<file path="config.mk">
export PLATFORM = sky130hd
export DESIGN_NAME = fetch_unit_redirect_flat
export DESIGN_NICKNAME = d
export VERILOG_FILES = /design/src/rtl/fetch_unit_redirect_pkg.sv /design/src/rtl/fetch_unit_redirect_if.sv /design/src/rtl/fetch_unit_redirect_inst_buffer.sv /design/src/rtl/fetch_unit_redirect.sv /design/src/flat_wrapper.sv
export SDC_FILE = /design/constraint.sdc
export NUM_CORES = 1
export LEC_CHECK = 0
export CAP_MARGIN = 5
export CORE_AREA = 2 2 191 193
export CTS_BUF_LIST = sky130_fd_sc_hd__clkbuf_16
export DETAILED_ROUTE_END_ITERATION = 6
export DIE_AREA = 0 0 193 195
export PLACE_DENSITY = 0.71
export SLEW_MARGIN = 5
export SYNTH_ARGS = -nofsm -noshare
export SYNTH_HDL_FRONTEND = slang
export SYNTH_HIERARCHICAL = 1
export SYNTH_SLANG_ARGS = --single-unit
</file>
<file path="constraint.sdc">
create_clock -name clk -period 8.2 [get_ports clk]
set_clock_uncertainty 0.15 [all_clocks]
set_input_delay 2.46 -clock clk [delete_from_list [all_inputs] [get_ports clk]]
set_output_delay 2.46 -clock clk [all_outputs]
set_load 0.1 [all_outputs]
</file>
<file path="src/rtl/fetch_unit_redirect_pkg.sv">
// Shared types and defaults for the redirecting fetch unit.
// Buffer entries carry the instruction word with its PC.
package fetch_unit_redirect_pkg;

  localparam int unsigned SEQ_NUM_BITS  = 5;
  localparam int unsigned MAX_IN_FLIGHT = 4;
  localparam logic [31:0] RST_ADDR      = 32'h0000_0200;

  typedef struct packed {
    logic [31:0] inst;
    logic [31:0] pc;
  } fetch_entry_t;

  function automatic logic [31:0] next_pc(
    input logic [31:0] pc
  );
    return pc + 32'd4;
  endfunction

endpackage

</file>
<file path="src/rtl/fetch_unit_redirect_if.sv">
// Memory, decode and squash signals of the fetch unit.
// master = fetch side, slave = memory/decode side.
interface fetch_unit_redirect_if #(
  parameter int unsigned SEQ_BITS =
    fetch_unit_redirect_pkg::SEQ_NUM_BITS
);

  logic                mem_req_val;
  logic                mem_req_rdy;
  logic [31:0]         mem_req_addr;
  logic                mem_resp_val;
  logic                mem_resp_rdy;
  logic [31:0]         mem_resp_data;
  logic                d_val;
  logic                d_rdy;
  logic [31:0]         d_inst;
  logic [31:0]         d_pc;
  logic [SEQ_BITS-1:0] d_seq_num;
  logic                squash_val;
  logic [31:0]         squash_target;
  logic [SEQ_BITS-1:0] squash_seq_num;

  modport master (
    output mem_req_val,
    output mem_req_addr,
    output mem_resp_rdy,
    output d_val,
    output d_inst,
    output d_pc,
    output d_seq_num,
    input  mem_req_rdy,
    input  mem_resp_val,
    input  mem_resp_data,
    input  d_rdy,
    input  squash_val,
    input  squash_target,
    input  squash_seq_num
  );

  modport slave (
    input  mem_req_val,
    input  mem_req_addr,
    input  mem_resp_rdy,
    input  d_val,
    input  d_inst,
    input  d_pc,
    input  d_seq_num,
    output mem_req_rdy,
    output mem_resp_val,
    output mem_resp_data,
    output d_rdy,
    output squash_val,
    output squash_target,
    output squash_seq_num
  );

endinterface

</file>
<file path="src/rtl/fetch_unit_redirect_inst_buffer.sv">
// Synchronous FIFO with push/pop/flush and occupancy count.
// Flush dominates; push while full is accepted only with a pop.
module fetch_inst_buffer #(
  parameter int unsigned DEPTH = 4,
  parameter int unsigned WIDTH = 64,
  localparam int unsigned AW = $clog2(DEPTH),
  localparam int unsigned CW = $clog2(DEPTH) + 1
) (
  input  logic             clk,
  input  logic             rst,
  input  logic             push_i,
  input  logic             pop_i,
  input  logic             flush_i,
  input  logic [WIDTH-1:0] data_i,
  output logic [WIDTH-1:0] data_o,
  output logic             full_o,
  output logic             empty_o,
  output logic [CW-1:0]    count_o
);

  logic [WIDTH-1:0] mem_q [DEPTH];
  logic [AW-1:0]    wr_q, wr_d;
  logic [AW-1:0]    rd_q, rd_d;
  logic [CW-1:0]    cnt_q, cnt_d;
  logic             do_push;
  logic             do_pop;

  assign full_o  = (cnt_q == CW'(DEPTH));
  assign empty_o = (cnt_q == '0);
  assign count_o = cnt_q;
  assign data_o  = mem_q[rd_q];

  assign do_pop  = pop_i & ~empty_o & ~flush_i;
  assign do_push = push_i & ~flush_i &
                   (~full_o | do_pop);

  always_comb begin
    wr_d  = wr_q;
    rd_d  = rd_q;
    cnt_d = cnt_q;
    if (flush_i) begin
      wr_d  = '0;
      rd_d  = '0;
      cnt_d = '0;
    end else begin
      if (do_push) wr_d = wr_q + 1'b1;
      if (do_pop)  rd_d = rd_q + 1'b1;
      unique case ({do_push, do_pop})
        2'b10:   cnt_d = cnt_q + 1'b1;
        2'b01:   cnt_d = cnt_q - 1'b1;
        default: cnt_d = cnt_q;
      endcase
    end
  end

  always_ff @(posedge clk) begin
    if (!rst) begin
      wr_q  <= '0;
      rd_q  <= '0;
      cnt_q <= '0;
    end else begin
      wr_q  <= wr_d;
      rd_q  <= rd_d;
      cnt_q <= cnt_d;
    end
  end

  always_ff @(posedge clk) begin
    if (do_push) mem_q[wr_q] <= data_i;
  end

endmodule

</file>
<file path="src/rtl/fetch_unit_redirect.sv">
// In-order fetch stage: credit-limited requests, response buffer,
// squash redirect with discard of stale in-flight responses.
module fetch_unit_redirect
  import fetch_unit_redirect_pkg::*;
#(
  parameter logic [31:0] p_rst_addr      = RST_ADDR,
  parameter int unsigned p_seq_num_bits  = SEQ_NUM_BITS,
  parameter int unsigned p_max_in_flight = MAX_IN_FLIGHT
) (
  input  logic                  clk,
  input  logic                  rst,
  fetch_unit_redirect_if.master io
);

  localparam int unsigned CW = $clog2(p_max_in_flight) + 1;

  logic [31:0]               pc_q, pc_d;
  logic [CW-1:0]             drop_q, drop_d;
  logic [p_seq_num_bits-1:0] seq_q, seq_d;

  logic [31:0]   tag_pc;
  logic          tag_full;
  logic          tag_empty_unused;
  logic [CW-1:0] tag_cnt;

  fetch_entry_t  buf_in;
  fetch_entry_t  buf_head;
  logic          buf_full_unused;
  logic          buf_empty;
  logic [CW-1:0] buf_cnt;

  logic [CW:0] occ;
  logic        req_ok;
  logic        req_fire;
  logic        resp_fire;
  logic        resp_keep;
  logic        d_ok;
  logic        d_fire;

  // Credit covers both in-flight requests and buffered entries.
  assign occ = {1'b0, tag_cnt} + {1'b0, buf_cnt};

  assign req_ok = rst & ~io.squash_val & ~tag_full &
                  (occ < (CW+1)'(p_max_in_flight));
  assign req_fire  = req_ok & io.mem_req_rdy;
  assign resp_fire = rst & io.mem_resp_val;
  assign resp_keep = resp_fire & ~io.squash_val &
                     (drop_q == '0);
  assign d_ok   = rst & ~buf_empty & ~io.squash_val;
  assign d_fire = d_ok & io.d_rdy;

  assign io.mem_req_val  = req_ok;
  assign io.mem_req_addr = pc_q;
  assign io.mem_resp_rdy = 1'b1;
  assign io.d_val        = d_ok;
  assign io.d_inst       = buf_head.inst;
  assign io.d_pc         = buf_head.pc;
  assign io.d_seq_num    = seq_q;

  assign buf_in = '{inst: io.mem_resp_data, pc: tag_pc};

  fetch_inst_buffer #(
    .DEPTH (p_max_in_flight),
    .WIDTH (32)
  ) u_tag_fifo (
    .clk     (clk),
    .rst     (rst),
    .push_i  (req_fire),
    .pop_i   (resp_fire),
    .flush_i (1'b0),
    .data_i  (pc_q),
    .data_o  (tag_pc),
    .full_o  (tag_full),
    .empty_o (tag_empty_unused),
    .count_o (tag_cnt)
  );

  fetch_inst_buffer #(
    .DEPTH (p_max_in_flight),
    .WIDTH ($bits(fetch_entry_t))
  ) u_inst_buf (
    .clk     (clk),
    .rst     (rst),
    .push_i  (resp_keep),
    .pop_i   (d_fire),
    .flush_i (io.squash_val),
    .data_i  (buf_in),
    .data_o  (buf_head),
    .full_o  (buf_full_unused),
    .empty_o (buf_empty),
    .count_o (buf_cnt)
  );

  always_comb begin
    pc_d   = pc_q;
    drop_d = drop_q;
    seq_d  = seq_q;
    if (io.squash_val) begin
      // Everything still in flight after this edge is stale.
      pc_d   = io.squash_target;
      drop_d = tag_cnt - CW'(resp_fire);
      seq_d  = io.squash_seq_num + 1'b1;
    end else begin
      if (req_fire) pc_d = next_pc(pc_q);
      if (resp_fire && drop_q != '0)
        drop_d = drop_q - 1'b1;
      if (d_fire) seq_d = seq_q + 1'b1;
    end
  end

  always_ff @(posedge clk) begin
    if (!rst) begin
      pc_q   <= p_rst_addr;
      drop_q <= '0;
      seq_q  <= '0;
    end else begin
      pc_q   <= pc_d;
      drop_q <= drop_d;
      seq_q  <= seq_d;
    end
  end

endmodule
</file>
<file path="src/flat_wrapper.sv">
// flat-port wrapper written by rule: the top's interface ports become plain ports
module fetch_unit_redirect_flat import fetch_unit_redirect_pkg::*;
#(
  parameter logic [31:0] p_rst_addr      = RST_ADDR,
  parameter int unsigned p_seq_num_bits  = SEQ_NUM_BITS,
  parameter int unsigned p_max_in_flight = MAX_IN_FLIGHT
)
  (clk, rst, io_mem_req_val, io_mem_req_addr, io_mem_resp_rdy, io_d_val, io_d_inst, io_d_pc, io_d_seq_num, io_mem_req_rdy, io_mem_resp_val, io_mem_resp_data, io_d_rdy, io_squash_val, io_squash_target, io_squash_seq_num);
  fetch_unit_redirect_if io_i ();
  input  logic clk;
  input  logic rst;
  output wire logic [$bits(io_i.mem_req_val)-1:0] io_mem_req_val;
  output wire logic [$bits(io_i.mem_req_addr)-1:0] io_mem_req_addr;
  output wire logic [$bits(io_i.mem_resp_rdy)-1:0] io_mem_resp_rdy;
  output wire logic [$bits(io_i.d_val)-1:0] io_d_val;
  output wire logic [$bits(io_i.d_inst)-1:0] io_d_inst;
  output wire logic [$bits(io_i.d_pc)-1:0] io_d_pc;
  output wire logic [$bits(io_i.d_seq_num)-1:0] io_d_seq_num;
  input wire logic [$bits(io_i.mem_req_rdy)-1:0] io_mem_req_rdy;
  input wire logic [$bits(io_i.mem_resp_val)-1:0] io_mem_resp_val;
  input wire logic [$bits(io_i.mem_resp_data)-1:0] io_mem_resp_data;
  input wire logic [$bits(io_i.d_rdy)-1:0] io_d_rdy;
  input wire logic [$bits(io_i.squash_val)-1:0] io_squash_val;
  input wire logic [$bits(io_i.squash_target)-1:0] io_squash_target;
  input wire logic [$bits(io_i.squash_seq_num)-1:0] io_squash_seq_num;
  assign io_mem_req_val = io_i.mem_req_val;
  assign io_mem_req_addr = io_i.mem_req_addr;
  assign io_mem_resp_rdy = io_i.mem_resp_rdy;
  assign io_d_val = io_i.d_val;
  assign io_d_inst = io_i.d_inst;
  assign io_d_pc = io_i.d_pc;
  assign io_d_seq_num = io_i.d_seq_num;
  assign io_i.mem_req_rdy = io_mem_req_rdy;
  assign io_i.mem_resp_val = io_mem_resp_val;
  assign io_i.mem_resp_data = io_mem_resp_data;
  assign io_i.d_rdy = io_d_rdy;
  assign io_i.squash_val = io_squash_val;
  assign io_i.squash_target = io_squash_target;
  assign io_i.squash_seq_num = io_squash_seq_num;
  fetch_unit_redirect #(.p_rst_addr(p_rst_addr), .p_seq_num_bits(p_seq_num_bits), .p_max_in_flight(p_max_in_flight)) u_core (.clk(clk), .rst(rst), .io(io_i));
endmodule
</file>
; Word level (Yosys, flattened, before mapping)
; Memories as Yosys holds them, arrays and structs flattened. A register that Yosys moved wholly into a read port is not among the register bits.
; Index checks and enable logic that the tools add are counted.
[word_totals]
reg_bits = 54
output_inout_bits = 104
memories = 2
latchBits = 0
rom_bits = 0
elab_cells = 83
mem_bits_rw = 384
input_bits = 75
[memory_table]
columns = name, words, word_bits, rd, rd_ports_with_merged_regs, wr, line_no
row1 = u_core.u_inst_buf.mem_q, 4, 64, 1, 1, 1, fetch_unit_redirect_inst_buffer.sv:21  ; logic [WIDTH-1:0] mem_q [DEPTH];
row2 = u_core.u_tag_fifo.mem_q, 4, 32, 1, 1, 1, fetch_unit_redirect_inst_buffer.sv:21
[op_classes]
multipliers = 0
muxes = 16
n_eq_ne = 6
shift = 0
div = 0
reduce_logical = 11
n_bitwise = 24
n_addsub = 14
order_cmp = 1
[ops]
columns = op, n
row1 = $mux W32, 2
row2 = $add A32 B3 Y32 const B, 1
row3 = $and A1 B1 Y1, 16
row4 = $pmux W3 S2, 2
row5 = $add A5 B1 Y5 const B, 2
row6 = $mux W5, 2
row7 = $reduce_bool A2 Y1, 5
row8 = $logic_not A3 Y1, 3
row9 = $sub A3 B1 Y3 const B, 3
row10 = $add A2 B1 Y2 const B, 4
row11 = $mux W2, 4
row12 = $add A3 B1 Y3 const B, 2
row13 = $eq A3 B3 Y1 const B, 2
row14 = $mux W3, 2
row15 = $not A1 Y1, 6
row16 = $add A3 B3 Y4, 1
row17 = $eq A2 B1 Y1 const B, 2
row18 = $eq A2 B2 Y1 const B, 2
row19 = $lt A4 B3 Y1 const B, 1
row20 = $mux W1, 4
row21 = $reduce_bool A3 Y1, 1
row22 = $sub A3 B1 Y3, 1
row23 = $or A1 B1 Y1, 2
row24 = $reduce_or A2 Y1, 1
row25 = $logic_and A1 B1 Y1, 1

; Longest topological paths before layout
; Gate-level depths: netlist (run 1).
[depth]
depth_word = 11
ltp_mapped = 16
ltp_nobuf = 14

; Cells and area by module
; The synthesis (run 1) kept the hierarchy.
[by_module_without_submodules]
columns = module, seq_area_each_um2, area_each_um2, cells_per_inst, instances
row1 = fetch_inst_buffer (u_core.u_inst_buf), 7867.5, 9723.1, 392, 1
row2 = fetch_inst_buffer (u_core.u_tag_fifo), 4023.9, 5109.9, 223, 1
row3 = fetch_unit_redirect, 800.8, 2462.4, 308, 1

; Least setup slack after synthesis (run 1)
; OpenSTA, ideal clock, no wires.
[synth_path]
path_kind = input -> output
start = in io_squash_val
end = out io_d_val
required_time_ns = 5.590
stages = 4
path_slack_ns = 0.450
t_arrival_ns = 5.140
n_path_buf = 3
cell_sequence = clkbuf_1 > clkbuf_1 > clkbuf_1 > nor3_1
[synth_between]
elab_chain_cells = 2
[synth_lines]
columns = element, line_no
row1 = from (decl), flat_wrapper.sv:23  ; input wire logic [$bits(io_i.squash_val)-1:0] io_squash_val;
row2 = $not A1 Y1, fetch_unit_redirect.sv:49  ; assign d_ok = rst & ~buf_empty & ~io.squash_val;
row3 = $and A1 B1 Y1, fetch_unit_redirect.sv:49
row4 = to (decl), flat_wrapper.sv:15  ; output wire logic [$bits(io_i.d_val)-1:0] io_d_val;
; Every way passes these cells.

; Worst setup path in the final report (run 1)
[layout_path]
start = in rst
end = out io_d_val
[layout_between]
elab_chain_cells = 2
[layout_lines]
columns = element, line_no
row1 = from (decl), flat_wrapper.sv:11  ; input logic rst;
row2 = $and A1 B1 Y1 (2 in a row), fetch_unit_redirect.sv:49
; Every way passes these cells.

==> results.yml, run 1 <==
final_layout:
  fin_area_sq_um: 21000
  final_nets: 1215
  drive_gt1_share_pct: 16.8
  fin_cells: 1616
  area_delta_synth_final_pct: 21.2
  diodes: 0
critical_path:
  arrival_ns: 4.57
  cp_slowest_cell: "clkinv_1"
  end_kind: "primary output"
  worstSetupPathType: "input port to primary output"
  path_max_fanout: 36
  start_kind: "input port"
  slowest_delay_ns: 0.57
  worstPathRequired_ns: 5.59
  path_cells: "clkdlybuf4s50_1, buf_4, clkinv_1, nor3_1, buf_12"
floorplanning:
  coreArea_sq_um: 35400
  start_util_pct: 48.9
  pin_count: 179
  dieArea_sq_um: 37600
  die_h_microns: 195
  die_w_microns: 193
  rows: 69
clock_network:
  cts_setup_buffers: 0
  cts-root-buf: "clkbuf_16"
  cts_tree: "yes"
  h-tree-depth: 2
  postCtsHoldBufs: 0
  clock_latency_ns: 0.53
  ctsResizeCount: 0
  cts_buffers: 44
  clock-sinks: 442
  clk_path_buf_depth: 3
  clk_pin_slew_ns: 0.06
power:
  pwr-share-seq_pct: 53.6
  internal_power_mw: 3.65
  peakVddDrop_mv: 0.151
  power_frac_comb_pct: 6.2
  p_clk_share_pct: 40.3
  p_switching_mw: 1.02
  power.leakage_nw: 6.73
  p_per_area_nw_per_um2: 223
  p_sw_share_pct: 21.8
grt:
  grt_pass1_vias: 9239
  grt_use_total_pct: 18.4
  grt_max_degree: 60
  grt_overflow_total: 0
  antenna_found_initial: 0
  grt_pass1_wl_microns: 52700
detailed_routing:
  drt_iter0_drc: 630
  num_vias: 9060
  drc: 0
  wl_microns: 34200
  viasPerCell: 5.61
  drt-wirelength-per-cell_microns: 21.1
  drt_first_pass_iters: 5
  drtAntennaViolNets: 0
timing:
  fin_crit_sh_pct: 87.6
  maxSlewViolCount: 0
  rsz0062_at_grt: "no"
  tns_ns: 0
  setup_viol: 0
  timing.fmax_ghz: 0.139
  relSlewSlack_pct: 28.5
  worst_pin_slew_ns: 1.07
  hold_violations: 0
  hold_slack_ns: 0.342
  period_needed_ns: 7.18
placement:
  dp.final_hpwl_microns: 21000
  globalplace.congestion: 0.793
  dpl.cell_count: 1536
  place_area_sq_um: 19600
  io_buffers: 177
run_status:
  outcome: "finished clean"
logic_synthesis:
  synthesis.area_sq_um: 17300
  synth.avg_cell_area_sq_um: 18.8
  synthCells: 922
  yosys_warnings: 6
min_path:
  hold_path.class: "register to register"
run:
  maxCapViolCount: 0
## flip-flops by register name (all words and copies together), names as in the netlist, named ones only
register	cells
u_core/drop_q	3
u_core/io.d_seq_num	5
u_core/io.mem_req_addr	32
u_core/u_inst_buf/count_o	3
u_core/u_inst_buf/mem_q	256
u_core/u_inst_buf/rd_q	2
u_core/u_inst_buf/wr_q	2
u_core/u_tag_fifo/count_o	3
u_core/u_tag_fifo/mem_q	128
u_core/u_tag_fifo/rd_q	2
u_core/u_tag_fifo/wr_q	2
## final timing paths
| path | startpoint | end | slack, ns | cells past startpoint |
|---|---|---|---|---|
| setup / recovery | rst | io_d_val | 1.02 | 5 |
| hold reg to reg | u_core/io.d_seq_num[1] | u_core/io.d_seq_num[1] | 0.34 | 2 |
| setup reg to reg | u_core/u_inst_buf/count_o[2] | u_core/u_tag_fifo/count_o[2] | 4.25 | 14 |
| hold / removal | u_core/io.d_seq_num[1] | u_core/io.d_seq_num[1] | 0.34 | 2 |
## layer usage
metal / routed length [microns] / global-route usage (%) / up-vias
met3: 2100 / 3.15 / 33
met5: 0 / 0 / -
met4: 442 / 4.01 / 0
met2: 16500 / 29.7 / 324
li1: - / - / 4124
met1: 15100 / 26.4 / 4579
## final cells by class
class                           count  area [sq um]
Multi-Input combinational cell    418          4340
Sequential cell                   442         12700
Clock inverter                     36           264
Fill cell                        2646         14400
Clock buffer                       44          1100
Inverter                           24          90.1
Tap cell                          461           577
Timing Repair Buffer              191          1880
## worst max-delay path: cells and delay by family
kind,cells,cell delay (ns)
AND/OR/NAND/NOR,1,0.53
buffers and inverters,4,1.57
## cells in the final DEF, fill, tap and decap left out, types with 9 or more instances in the layout
cell and count:
edfxtp_1 384, clkdlybuf4s50_1 174, mux4_2 96, dfxtp_1 55, clkbuf_16 44, inv_1 35
nand2_1 34, nor2_1 32, nand3_1 22, o21ai_0 18, a21oi_1 17, ha_1 17
nand4_1 16, buf_4 15, clkinv_1 14, xnor2_1 13, nor3_1 12, xor2_1 12
mux2i_1 10, and3_1 10, a211oi_1 9
## metrics by stage
stage | setup slack, ns | power, mW | utilization [%]
floorplan | 0.450 | 2.73 | -
global placement | 1.05 | 2.83 | 55.3
detailed placement | 1.03 | 2.84 | 55.3
CTS | 0.995 | 4.71 | 59.2
global route | 0.838 | 4.82 | 59.2
finish | 1.02 | 4.67 | 59.2
## power by group through the flow
stage               clock network [mW]  registers, mW  logic, mW
finish                            1.88           2.50      0.288
global route                      2.02           2.50      0.303
CTS                               1.92           2.50      0.290
detailed placement                   0           2.55      0.289
global placement                     0           2.55      0.287
floorplan                            0           2.63     0.0970
Note: power is estimated with default switching activity, not from simulation.
==> run 2: changes to the inputs <==
- CAP_MARGIN: 5 -> not set
- PLACE_DENSITY: 0.71 -> not set
- PLACE_DENSITY_LB_ADDON: not set -> 0.25
- SYNTH_HIERARCHICAL: 1 -> not set
==> run 2 against run 1 <==
Compared with the run above: global-route usage rose by 1.2 points; critical path depth unchanged; design area shrank 0.46%; routed wire length rose by 6.2%; first-iteration DRC count is 3.2% lower; clock power about the same; via count is 0.40% higher; cell count decreased by 0.74%; sequential cell count unchanged; total power grew 2.5%; synthesized cell count decreased by 1.2%; clock-buffer cell count is 2 higher.
==> results.yml, run 2 <==
grt:
  antenna_found_initial: 0
  grt_overflow_total: 0
  grt_pass1_wl_microns: 54800
  grtUsageMet3_pct: 3.95
  grt_pass1_vias: 9192
  grt_most_used_layer: "met2"
  grt_util_met2_pct: 31.8
  grt_use_total_pct: 19.5
  grt_max_degree: 54
  grtUsageMet1_pct: 27.3
timing:
  timing.fmax_ghz: 0.148
  hold_slack_ns: 0.355
  worst_pin_slew_ns: 1.16
  period_needed_ns: 6.75
  fin_crit_sh_pct: 82.3
  relSlewSlack_pct: 22.8
  setup_viol: 0
  hold_violations: 0
  rsz0062_at_grt: "no"
  maxSlewViolCount: 0
  tns_ns: 0
min_path:
  hold_path.class: "register to register"
  min_to: "u_core.io.d_seq_num[1]"
  hold_start: "u_core.io.d_seq_num[1]"
  hold_depth: 2
detailed_routing:
  drtAntennaViolNets: 0
  num_vias: 9096
  drt_first_pass_iters: 5
  drt_iter0_drc: 610
  wl_microns: 36300
  drc: 0
  drt-wirelength-per-cell_microns: 22.6
  viasPerCell: 5.67
final_layout:
  drive_gt1_share_pct: 17.2
  fin_area_sq_um: 20900
  nFillCells: 2710
  largest_reg_flops: 256
  regMostFlops: "u_core.u_inst_buf.mem_q"
  area_delta_synth_final_pct: 21.5
  final_cell_mix: "384 x edfxtp_1, 174 x clkdlybuf4s50_1, 96 x mux4_2, 55 x dfxtp_1, 50 x nand2_1"
  layout_commonest_cell: "edfxtp_1"
  final_nets: 1203
  final_util_pct: 58.9
  diodes: 0
critical_path:
  worstPathRequired_ns: 5.59
  path_cells: "clkdlybuf4s50_1, nor4b_4, nand4b_4, inv_2, buf_4"
  arrival_ns: 4.14
  rr_endpoint: "u_core.u_tag_fifo.count_o[2]"
  end_kind: "primary output"
  path_max_fanout: 16
  worstSetupPathType: "input port to primary output"
  cp_slowest_cell: "clkdlybuf4s50_1"
  reg2reg_depth: 11
  slowest_delay_ns: 0.48
  cp_top_family: "buffers and inverters"
  rr_startpoint: "u_core.u_tag_fifo.count_o[2]"
  timing.critical_path.buf_inv: 3
  reg2reg_slack_ns: 4.67
  start_kind: "input port"
run_status:
  outcome: "finished clean"
placement:
  dp.final_hpwl_microns: 21900
  io_buffers: 177
  place_area_sq_um: 19500
  globalplace.congestion: 0.835
logic_synthesis:
  synth_area_leaders: "edfxtp_1 67%, mux4_2 13%, dfxtp_1 6.8%"
  synth_nets: 1005
  synth.avg_cell_area_sq_um: 18.8
  synthCells: 911
  yosys_warnings: 0
  synth_edf_count: 384
  synthDominantCellAreaShare_pct: 67.2
  synth_flop_cell: "edfxtp_1"
  seq_area_frac_synth_pct: 73.9
  synthesis.area_sq_um: 17200
  synth_top_area_cell: "edfxtp_1"
  synth_top_cells_by_count: "384 x edfxtp_1, 96 x mux4_2, 58 x dfxtp_1, 50 x nand2_1, 32 x nor2_1"
  synth.most_common_cell: "edfxtp_1"
  async_flop_share_pct: 0
  synthDistinctLibCells: 61
  synth-seq-cells: 442
clock_network:
  clk_path_buf_depth: 3
  cts_tree: "yes"
  cts_buffers: 45
  postCtsHoldBufs: 0
  cts-root-buf: "clkbuf_16"
  ctsResizeCount: 0
  cts_setup_buffers: 0
  clock-sinks: 442
  clk_pin_slew_ns: 0.06
  h-tree-depth: 2
  clock_latency_ns: 0.54
floorplanning:
  die_w_microns: 193
  coreArea_sq_um: 35400
  die_h_microns: 195
  dieArea_sq_um: 37600
  start_util_pct: 48.5
  pin_count: 179
  rows: 69
power:
  p_per_area_nw_per_um2: 229
  total_power_mw: 4.78
  peakVddDrop_mv: 0.151
  power.leakage_nw: 6.69
run:
  maxCapViolCount: 0
-- run 2: power breakdown --
group | total, mW | switching, mW | internal [mW] | leakage (nW)
combinational | 0.356 | 0.244 | 0.112 | 2.00
sequential | 2.52 | 0.0395 | 2.48 | 3.98
clock | 1.91 | 0.806 | 1.11 | 0.715
-- run 2: layout make-up --
cell class	count	area (sq um)	area share [%]
multi-input combinational	408	4240	20.3
clock inverter	35	229	1.10
timing repair buffer	192	1890	9.05
sequential	442	12700	60.9
clock buffer	46	1150	5.52
tap	461	577	2.77
inverter	20	75.1	0.360
-- run 2: per-layer routing --
metal / vias to the layer above / wire length (microns)
met3: 47 / 2360
met2: 294 / 17600
li1: 4088 / -
met5: - / 0
met4: 0 / 693
met1: 4667 / 15600
-- run 2: how the worst max path moves through the flow --
stage                     slack [ns]  depth (start not counted)          start             end
final                           1.45                          5            rst  io_mem_req_val
after global routing            1.37                          5            rst  io_mem_req_val
after CTS                       1.47                          5            rst  io_mem_req_val
after detailed placement        1.48                          5            rst  io_mem_req_val
after global placement          1.50                          5            rst  io_mem_req_val
after floorplan                 1.06                          5  io_squash_val        io_d_val
-- run 2: stage by stage --
| step | cells | worst slack, ns |
|---|---|---|
| finish | 1604 | 1.45 |
| global route | 1604 | 1.37 |
| CTS | 1604 | 1.47 |
| detailed placement | 1523 | 1.48 |
| global placement | 1523 | 1.50 |
| floorplan | 911 | 1.06 |
-- run 2: worst register-to-register path: stages, from the launching register on --
cell and delay (ns):
dfxtp_1 0.48, ha_1 0.32, nor4b_4 0.28, nand4b_4 0.30
nor2_2 0.59, inv_2 0.27, ha_1 0.29, inv_1 0.07
fa_1 0.17, xor2_1 0.07, or3_1 0.30, a21oi_1 0.16
-- run 2: logic make-up (layout without fill, tap and decap cells) --
group,count (synthesis),count (layout),synth area share (%)
and+or+nand+nor,171,171,5.30
DFF,442,442,73.9
adders and majority gates,19,19,1.47
other,1,1,0.0218
buffers and inverters,61,293,1.45
xor gates and xnor gates,23,23,1.17
muxes,108,108,13.3
AOI/OAI and AO/OA,86,86,3.32
